<file path="src/rtl/btn_debounce_bank.sv">
// Bank of independent push-button debouncers with press/release edge pulses,
// long-press detection and auto-repeat while held.
module btn_debounce_bank #(
  parameter int N_CH          = 4,
  parameter int DEB_CYCLES    = 1000000,
  parameter int HOLD_CYCLES   = 50000000,
  parameter int REPEAT_CYCLES = 10000000
) (
  input  logic            clk,
  input  logic            rst,
  input  logic [N_CH-1:0] btn_in,
  output logic [N_CH-1:0] btn_level,
  output logic [N_CH-1:0] press_pulse,
  output logic [N_CH-1:0] release_pulse,
  output logic [N_CH-1:0] long_pulse,
  output logic [N_CH-1:0] repeat_pulse,
  output logic            any_press
);

  localparam int DW = $clog2(DEB_CYCLES + 1);
  localparam int HW = $clog2(HOLD_CYCLES + 1);
  // A zero repeat period still needs a legal one-bit counter.
  localparam int RW = (REPEAT_CYCLES > 0) ? $clog2(REPEAT_CYCLES + 1) : 1;

  localparam logic [DW-1:0] DEB_LAST  = DW'(DEB_CYCLES - 1);
  localparam logic [HW-1:0] HOLD_LAST = HW'(HOLD_CYCLES - 1);
  localparam logic [RW-1:0] REP_LAST  = (REPEAT_CYCLES > 0) ? RW'(REPEAT_CYCLES - 1) : '0;

  typedef enum logic [1:0] {
    IDLE    = 2'd0,
    PRESSED = 2'd1,
    HELD    = 2'd2
  } state_t;

  logic [N_CH-1:0] sync1_q, sync1_d;
  logic [N_CH-1:0] sync2_q, sync2_d;
  logic [N_CH-1:0] level_q, level_d;
  logic [N_CH-1:0] press_q, press_d;
  logic [N_CH-1:0] release_q, release_d;
  logic [N_CH-1:0] long_q, long_d;
  logic [N_CH-1:0] repeat_q, repeat_d;
  logic [DW-1:0]   deb_cnt_q  [N_CH];
  logic [DW-1:0]   deb_cnt_d  [N_CH];
  logic [HW-1:0]   hold_cnt_q [N_CH];
  logic [HW-1:0]   hold_cnt_d [N_CH];
  logic [RW-1:0]   rep_cnt_q  [N_CH];
  logic [RW-1:0]   rep_cnt_d  [N_CH];
  state_t          state_q    [N_CH];
  state_t          state_d    [N_CH];

  logic [N_CH-1:0] rise;
  logic [N_CH-1:0] fall;

  // Synchroniser, debounce counters, edge detection and hold FSM next state.
  always_comb begin
    sync1_d   = btn_in;
    sync2_d   = sync1_q;
    level_d   = level_q;
    press_d   = '0;
    release_d = '0;
    long_d    = '0;
    repeat_d  = '0;
    rise      = '0;
    fall      = '0;
    for (int unsigned i = 0; i < N_CH; i++) begin
      deb_cnt_d[i]  = deb_cnt_q[i];
      hold_cnt_d[i] = hold_cnt_q[i];
      rep_cnt_d[i]  = rep_cnt_q[i];
      state_d[i]    = state_q[i];

      if (sync2_q[i] == level_q[i]) begin
        deb_cnt_d[i] = '0;
      end else if (deb_cnt_q[i] == DEB_LAST) begin
        deb_cnt_d[i] = '0;
        level_d[i]   = ~level_q[i];
        rise[i]      = ~level_q[i];
        fall[i]      = level_q[i];
      end else if (deb_cnt_q[i] != '1) begin
        deb_cnt_d[i] = deb_cnt_q[i] + 1'b1;
      end

      press_d[i]   = rise[i];
      release_d[i] = fall[i];

      // Release is checked first so it wins over a coinciding threshold.
      unique case (state_q[i])
        IDLE: begin
          if (rise[i]) begin
            state_d[i]    = PRESSED;
            hold_cnt_d[i] = '0;
          end
        end
        PRESSED: begin
          if (fall[i]) begin
            state_d[i] = IDLE;
          end else if (hold_cnt_q[i] == HOLD_LAST) begin
            long_d[i]    = 1'b1;
            state_d[i]   = HELD;
            rep_cnt_d[i] = '0;
          end else if (hold_cnt_q[i] != '1) begin
            hold_cnt_d[i] = hold_cnt_q[i] + 1'b1;
          end
        end
        HELD: begin
          if (fall[i]) begin
            state_d[i] = IDLE;
          end else if (REPEAT_CYCLES > 0) begin
            if (rep_cnt_q[i] == REP_LAST) begin
              repeat_d[i]  = 1'b1;
              rep_cnt_d[i] = '0;
            end else if (rep_cnt_q[i] != '1) begin
              rep_cnt_d[i] = rep_cnt_q[i] + 1'b1;
            end
          end
        end
        default: state_d[i] = IDLE;
      endcase
    end
  end

  // State registers with asynchronous clear.
  always_ff @(posedge clk or posedge rst) begin
    if (rst) begin
      sync1_q   <= '0;
      sync2_q   <= '0;
      level_q   <= '0;
      press_q   <= '0;
      release_q <= '0;
      long_q    <= '0;
      repeat_q  <= '0;
      for (int unsigned i = 0; i < N_CH; i++) begin
        deb_cnt_q[i]  <= '0;
        hold_cnt_q[i] <= '0;
        rep_cnt_q[i]  <= '0;
        state_q[i]    <= IDLE;
      end
    end else begin
      sync1_q   <= sync1_d;
      sync2_q   <= sync2_d;
      level_q   <= level_d;
      press_q   <= press_d;
      release_q <= release_d;
      long_q    <= long_d;
      repeat_q  <= repeat_d;
      for (int unsigned i = 0; i < N_CH; i++) begin
        deb_cnt_q[i]  <= deb_cnt_d[i];
        hold_cnt_q[i] <= hold_cnt_d[i];
        rep_cnt_q[i]  <= rep_cnt_d[i];
        state_q[i]    <= state_d[i];
      end
    end
  end

  assign btn_level     = level_q;
  assign press_pulse   = press_q;
  assign release_pulse = release_q;
  assign long_pulse    = long_q;
  assign repeat_pulse  = repeat_q;
  assign any_press     = |press_q;

endmodule

</file>
<file path="config.mk">
export PLATFORM = sky130hd
export DESIGN_NAME = btn_debounce_bank
export DESIGN_NICKNAME = d
export VERILOG_FILES = /design/src/rtl/btn_debounce_bank.sv
export SDC_FILE = /design/constraint.sdc
export NUM_CORES = 1
export LEC_CHECK = 0
export ABC_AREA = 0
export CORE_ASPECT_RATIO = 0.9
export CORE_MARGIN = 2
export CORE_UTILIZATION = 60
export DETAILED_ROUTE_END_ITERATION = 6
export PLACE_DENSITY = 0.78
export SLEW_MARGIN = 25
export SYNTH_ARGS = -nofsm -noshare
export SYNTH_HDL_FRONTEND = slang
export SYNTH_SLANG_ARGS = --single-unit
</file>
<file path="constraint.sdc">
create_clock -name clk -period 15.3 [get_ports clk]
set_input_delay 3.825 -clock clk [delete_from_list [all_inputs] [get_ports clk]]
set_output_delay 3.825 -clock clk [all_outputs]
set_load 0.01 [all_outputs]
</file>
==> results of run 1 <==
==> path summary, 6_finish.rpt <==
check	to	slack [ns]	depth (start not counted)
worst min-delay path	sync2_q[0]	0.34	0
min in group asynchronous	press_pulse[0]	3.90	2
worst max register to register	hold_cnt_q[7]	11.70	6
max in group asynchronous	btn_level[0]	9.90	4
worst min register to register	sync2_q[0]	0.34	0
worst max-delay path	any_press	9.41	2
==> where the power goes <==
| part | switching, mW | internal [mW] | total [mW] |
|---|---|---|---|
| sequential | 0.00355 | 0.839 | 0.843 |
| combinational | 0.0233 | 0.00634 | 0.0297 |
| clock | 0.340 | 0.528 | 0.868 |
==> stage by stage <==
step	area, sq um	total power, mW	util, %
after global routing	19330	1.799	66.96
after detailed placement	18130	0.8882	62.81
final	19330	1.741	66.96
after CTS	19300	1.755	66.86
after global placement	18120	0.8872	62.78
after floorplan	17600	0.8786	-
==> metal layers <==
| layer | GRT usage, % | share of wire [%] | up-vias |
|---|---|---|---|
| met4 | 6.365 | 1.6 | 0 |
| met1 | 39.20 | 47 | 7599 |
| met3 | 3.477 | 5.1 | 63 |
| met2 | 42.29 | 46 | 456 |
| li1 | - | - | 7481 |
| met5 | 0 | 0 | - |
==> flip-flops by register name, summed over array words and instances, names as in the netlist, 8 cells and up <==
signal and count:
hold_cnt_q 104, rep_cnt_q 96, deb_cnt_q 80, state_q 8
==> placed cells by master, fill, tap and decap left out, types with 6 or more instances in the layout <==
master	count
a21o_1	19
a21oi_1	61
a22o_1	29
a31oi_1	36
a41oi_1	11
and2_1	27
and3_1	34
and4_1	28
buf_4	14
clkbuf_1	8
clkbuf_16	37
clkdlybuf4s50_1	26
clkinv_2	6
dfrtp_1	316
ha_1	12
inv_1	37
nand2_1	203
nand2b_1	30
nand3_1	128
nand4_1	92
nor2_1	169
nor2b_1	12
nor3_1	57
nor3b_1	6
nor4_1	37
nor4b_1	12
nor4bb_1	6
o211ai_1	6
o21a_1	7
o21ai_0	186
o2bb2ai_1	7
o31ai_1	85
o41ai_1	18
or2_2	14
or3_1	43
or4_1	23
xnor2_1	37
xor2_1	29
==> worst max-delay path, delay by kind of cell (launching register included) <==
kind | cells | cell delay (ns)
AND/OR/NAND/NOR | 1 | 0.57
buffers and inverters | 1 | 0.50
flip-flops | 1 | 0.49
==> cells in the mapped netlist (7+ instances only) <==
cell	count
ha_1	12
a41oi_1	11
a21oi_1	61
a22o_1	29
a21o_1	19
nor4_1	39
dfrtp_1	316
o41ai_1	18
or2_2	14
nor4b_1	12
or4_1	23
nand2_1	203
xnor2_1	37
nand4_1	92
nand2b_1	30
o21ai_0	187
or3_1	43
o31ai_1	85
o2bb2ai_1	7
nor2b_1	12
and2_1	27
inv_1	38
clkbuf_1	82
a31oi_1	36
nor2_1	169
and4_1	28
nor3_1	57
o21a_1	7
and3_1	34
buf_2	7
nand3_1	128
xor2_1	29
==> kinds of logic after synthesis <==
group | share of synthesized area, %
mux | 0.4123
buf+inv | 3.014
compound gates | 18.96
fa+ha+maj | 0.8529
simple gates | 28.56
flops | 44.92
xor+xnor | 3.284
==> layout make-up <==
cell class / count / area (sq um) / share of cell area (%)
Inverter: 39 / 153.9 / 0.7963
Clock inverter: 11 / 158.9 / 0.8222
Tap cell: 396 / 495.5 / 2.564
Multi-Input combinational cell: 1546 / 9186 / 47.53
Clock buffer: 49 / 1011 / 5.231
Timing Repair Buffer: 42 / 412.9 / 2.136
Sequential cell: 316 / 7908 / 40.92
==> results.md, run 1 <==
* Status: finished, final reports clean
* Global route overflow at 0
* Top post-synthesis cells by area: dfrtp_1, o21ai_0, nand2_1, nand3_1, o31ai_1
* Final WS setup at 9.410 ns
* Ys flop type: dfrtp_1
* Hold-fix buffers at CTS at 0
* Initial DRC count at 1291
* Number of global-route vias before repair at 14880
* CP endpoint kind: primary output
* Area Growth Syn to Fin at 9.787%
* Total clock buffers created by CTS at 36
* Worst Max-Slew Pin Slew at 1.035 ns
* Min Clock Period, post-route at 5.890 ns
* YS warnings at 0
* Async SR Flop Fraction at 100.0%
* Vias at 15600
* Min-delay src: sync1_q[0]
* Startpoint Class: flop
* Clock buffer depth at 3
* Min-Delay Path Class: reg2reg
* Clock sink total at 316
* Setup Fix Bufs, Post-CTS at 0
* Mapped Nets at 2015
* Syn Area/Cell at 8.815 sq um
* Max_cap viols at 0
* Post-DP HPWL at about 26000 um
* Hold Violations, Final at 0
* Layout cell share with drive strength beyond 1 at 5.192%
* Ant diodes at 0
* PD cells at 90.08 nW/um^2
* Kind of critical path: reg2out
* Final hold slack at 0.3449 ns
* Post-detailed-route wirelength per cell at 16.78 um
* Layout Skew at 0.009979 ns
* First-pass GRT wire length at 70290 um
* Slowest stage cell, crit path: or4_1
* Crit path required time at 11.48 ns
* Worst-path cell chain: or4_1 > clkdlybuf4s50_1
* Synthesized cell area at 17600 sq um
* Initial Util at between 60% and 70%
* H-tree Lvls at 2
* Maximum VDD drop at about 82 uV
* TritonCTS clock tree: done
* Setup Total Neg Slack at 0 ns
* TritonRoute pass-1 iters at 5
* Sequential element share of the synthesized area at 44.92%
* Leak pwr at 7.723 nW
* Placed Instances at 2338
* Crit-path max cell delay at roughly 0.57 ns
* Setup violations, final at 0
* Vias/cell at 6.502
* Peak Freq at 169.8 MHz
* Clk_lat worst skew at 0.51 ns
* Wirelength, routed at 40270 um
* Top-Level Pins at 27
* CP startpoint: press_pulse[1]
* Final Max Tran Viols at 0
* Chip height at 166.5 um
* Critical path data arrival time at approximately 2.1 ns
* Row Count at slightly below 60
* Setup slack at placement at between 9 and 10 ns
* Die area at 30730 sq um
* Cells after synthesis at 1997
* Final net count at 1999
* CTS root buffer: clkbuf_16
* Clock slew at reported path FFs at 0.05 ns
* R2r startpoint: deb_cnt_q[6]
* Fin cells at 2399
* Final period util at 38.50%
* Initial antenna violation count at 0
* DRC Markers at 0
* RSZ-0062 raised after global routing: false
* Synth cell types at 77
* Layout fillers at 2316
* Post-cts resize count at 0
* Core ar. at about 29000 sq um
* Leading area contributor after synthesis: dfrtp_1
* GR Util All Layers at around a quarter
* Yosys top cell area share at 44.92%
* EDFF count, synth at 0
* Largest net degree at the start of global routing at 187
* Max FO, Critical Path at 2
* PortBufs at 26
* Rel. slew slack at slightly above 30%
* RD Place Congestion at 0.8882
* Register bit total from synthesis at 316
* DRT antenna net count at 0
* Die Width at 184.6 um
(Power assumes the default switching activity.)
==> run 2, diff against run 1 <==
==> constraint.sdc (replaced) <==
create_clock -name clk -period 6.15 [get_ports clk]
set_input_delay 1.5375 -clock clk [delete_from_list [all_inputs] [get_ports clk]]
set_output_delay 1.5375 -clock clk [all_outputs]
set_load 0.01 [all_outputs]
==> results.md, run 2 (same netlist as run 1, synthesis figures left out) <==
* Status: finished, final reports clean
* Critical path data arrival time at roughly 4.0 ns
* CP endpoint kind: flop
* Total clock buffers created by CTS at 36
* Final core utilization at 67.09%
* H-tree Lvls at 2
* Final Max Tran Viols at 0
* Layout fillers at 2269
* R2r startpoint: deb_cnt_q[6]
* TritonRoute pass-1 iters at 5
* Min Clock Period, post-route at 3.662 ns
* Setup violations, final at 0
* DRT antenna net count at 0
* Worst Hold Depth at 0
* Biggest regs: hold_cnt_q (104), rep_cnt_q (96), deb_cnt_q (80)
* Peak Freq at 273.1 MHz
* Core ar. at 28860 sq um
* Worst Max-Slew Pin Slew at 1.056 ns
* DRC Markers at 0
* Die area at 30730 sq um
* Initial DRC count at around 1300
* Global route overflow at 0
* Final period util at between 50 and 60%
* Initial antenna violation count at 1
* Crit path required time at 6.50 ns
* Layout Skew at approximately 0.017 ns
* Setup Total Neg Slack at 0 ns
* Reg2Reg Setup Slack at around 2.5 ns
* CTS root buffer: clkbuf_16
* Reg2reg end: hold_cnt_q[2]
* Clk_lat worst skew at 0.52 ns
* Kind of critical path: reg2reg
* Area Growth Syn to Fin at 10.02%
* Max_cap viols at 0
* Clock buffer depth at 3
* GR Util All Layers at a little over a quarter
* Setup Fix Bufs, Post-CTS at 0
* Row Count at 59
* Final net count at 2001
* Number of global-route vias before repair at 14300
* Cells on worst reg2reg path at 6
* Post-cts resize count at 0
* Ant diodes at 0
* Startpoint Class: flop
* Hold Violations, Final at 0
* First-pass GRT wire length at 68410 um
* Post-detailed-route wirelength per cell at 16.50 um
* Seq. cell area at 7908 sq um
* Maximum VDD drop at 254.5 uV
* RD Place Congestion at 0.8654
* Commonest non-fill, non-tap cell in the layout: dfrtp_1
* Vias at about 16000
* Leak pwr at 7.728 nW
* Multi-input gate area at around 9200 sq um
* Min-Delay Path Class: reg2reg
* Initial Util at 60.99%
* Commonest cells after routing, fill and taps aside: dfrtp_1, nand2_1, o21ai_0
* Min-delay src: sync1_q[2]
* Chip height at roughly 170 um
* Largest register FFs at 104
* Wirelength, routed at 39620 um
* Post-DP HPWL at 25710 um
* Hold Path End: sync2_q[2]
* Max FO, Critical Path at 29
* Hold-fix buffers at CTS at 0
* Layout cell share with drive strength beyond 1 at between 5 and 6%
* Die Width at about 180 um
* PortBufs at 26
* TritonCTS clock tree: done
* Largest Register: hold_cnt_q
* Vias/cell at 6.456
* Clock sink total at between 300 and 400
* Top-Level Pins at 27
* RSZ-0062 raised after global routing: false
* Largest net degree at the start of global routing at about 120
* Rel. slew slack at 28.92%
* PD cells at 224.1 nW/um^2
* Clock slew at reported path FFs at 0.06 ns
run 2: changes by cell type in the layout (fill, tap and decap cells not counted):
cell        before  now
buf_4           14   15
clkinv_2         6    2
nor4_1          37   36
clkinvlp_4       0    2
buf_12           1    3
nor4_2           2    3
bufinv_16        4    3
clkbuf_8         4    9
inv_8            1    0
buf_16           1    0
clkinv_4         1    0
run 2: metal layers:
metal	vias to the layer above	share of wire [%]	global-route usage [%]	wire, um
met2	391	46	40.75	18340
met1	7559	47	38.46	18710
met5	-	0	0	0
met3	58	4.8	3.499	1917
met4	0	1.6	6.817	648
li1	7492	-	-	-
run 2: worst max-delay path by stage:
stage / start / end / slack (ns) / depth (start not counted)
floorplan: rst / btn_level[0] / 0.40 / 1
global route: deb_cnt_q[6] / hold_cnt_q[2] / 2.33 / 6
global placement: deb_cnt_q[6] / hold_cnt_q[2] / 2.70 / 6
finish: deb_cnt_q[6] / hold_cnt_q[2] / 2.49 / 6
detailed placement: deb_cnt_q[6] / hold_cnt_q[2] / 2.57 / 6
CTS: deb_cnt_q[6] / hold_cnt_q[2] / 2.54 / 6
run 2: worst max-delay path, stage by stage (launching register included):
cell	delay [ns]
dfrtp_1	0.43
or4_1	0.56
or4_4	0.57
o32ai_1	0.33
o221a_2	0.62
or3_1	0.73
o21ai_0	0.24
run 2: area by class of cell:
| type | instances | share of cell area, % |
|---|---|---|
| timing repair buffer | 44 | 2.235 |
| clock inverter | 6 | 0.5556 |
| multi-input combinational | 1546 | 47.47 |
| inverter | 39 | 0.7753 |
| tap | 396 | 2.558 |
| sequential | 316 | 40.83 |
| clock buffer | 54 | 5.576 |
run 2: report_power, final:
part / leakage (nW) / total, mW / switching [mW] / internal [mW]
sequential: 4.39 / 2.10 / 0.00936 / 2.09
combinational: 2.76 / 0.0746 / 0.0576 / 0.0171
clock: 0.580 / 2.17 / 0.836 / 1.33
run 2: metrics by stage:
step / cells / area (sq um) / total power, mW / hold WS [ns] / setup slack [ns]
3_3_place_gp: 2340 / 18140 / 2.209 / 0.3318 / 2.704
3_5_place_dp: 2340 / 18150 / 2.212 / 0.3347 / 2.572
4_1_cts: 2400 / 19340 / 4.384 / 0.3428 / 2.536
5_1_grt: 2401 / 19370 / 4.486 / 0.3581 / 2.328
2_1_floorplan: 1997 / 17610 / 2.186 / 0.3312 / 0.4017
6_report: 2401 / 19370 / 4.339 / 0.3417 / 2.488
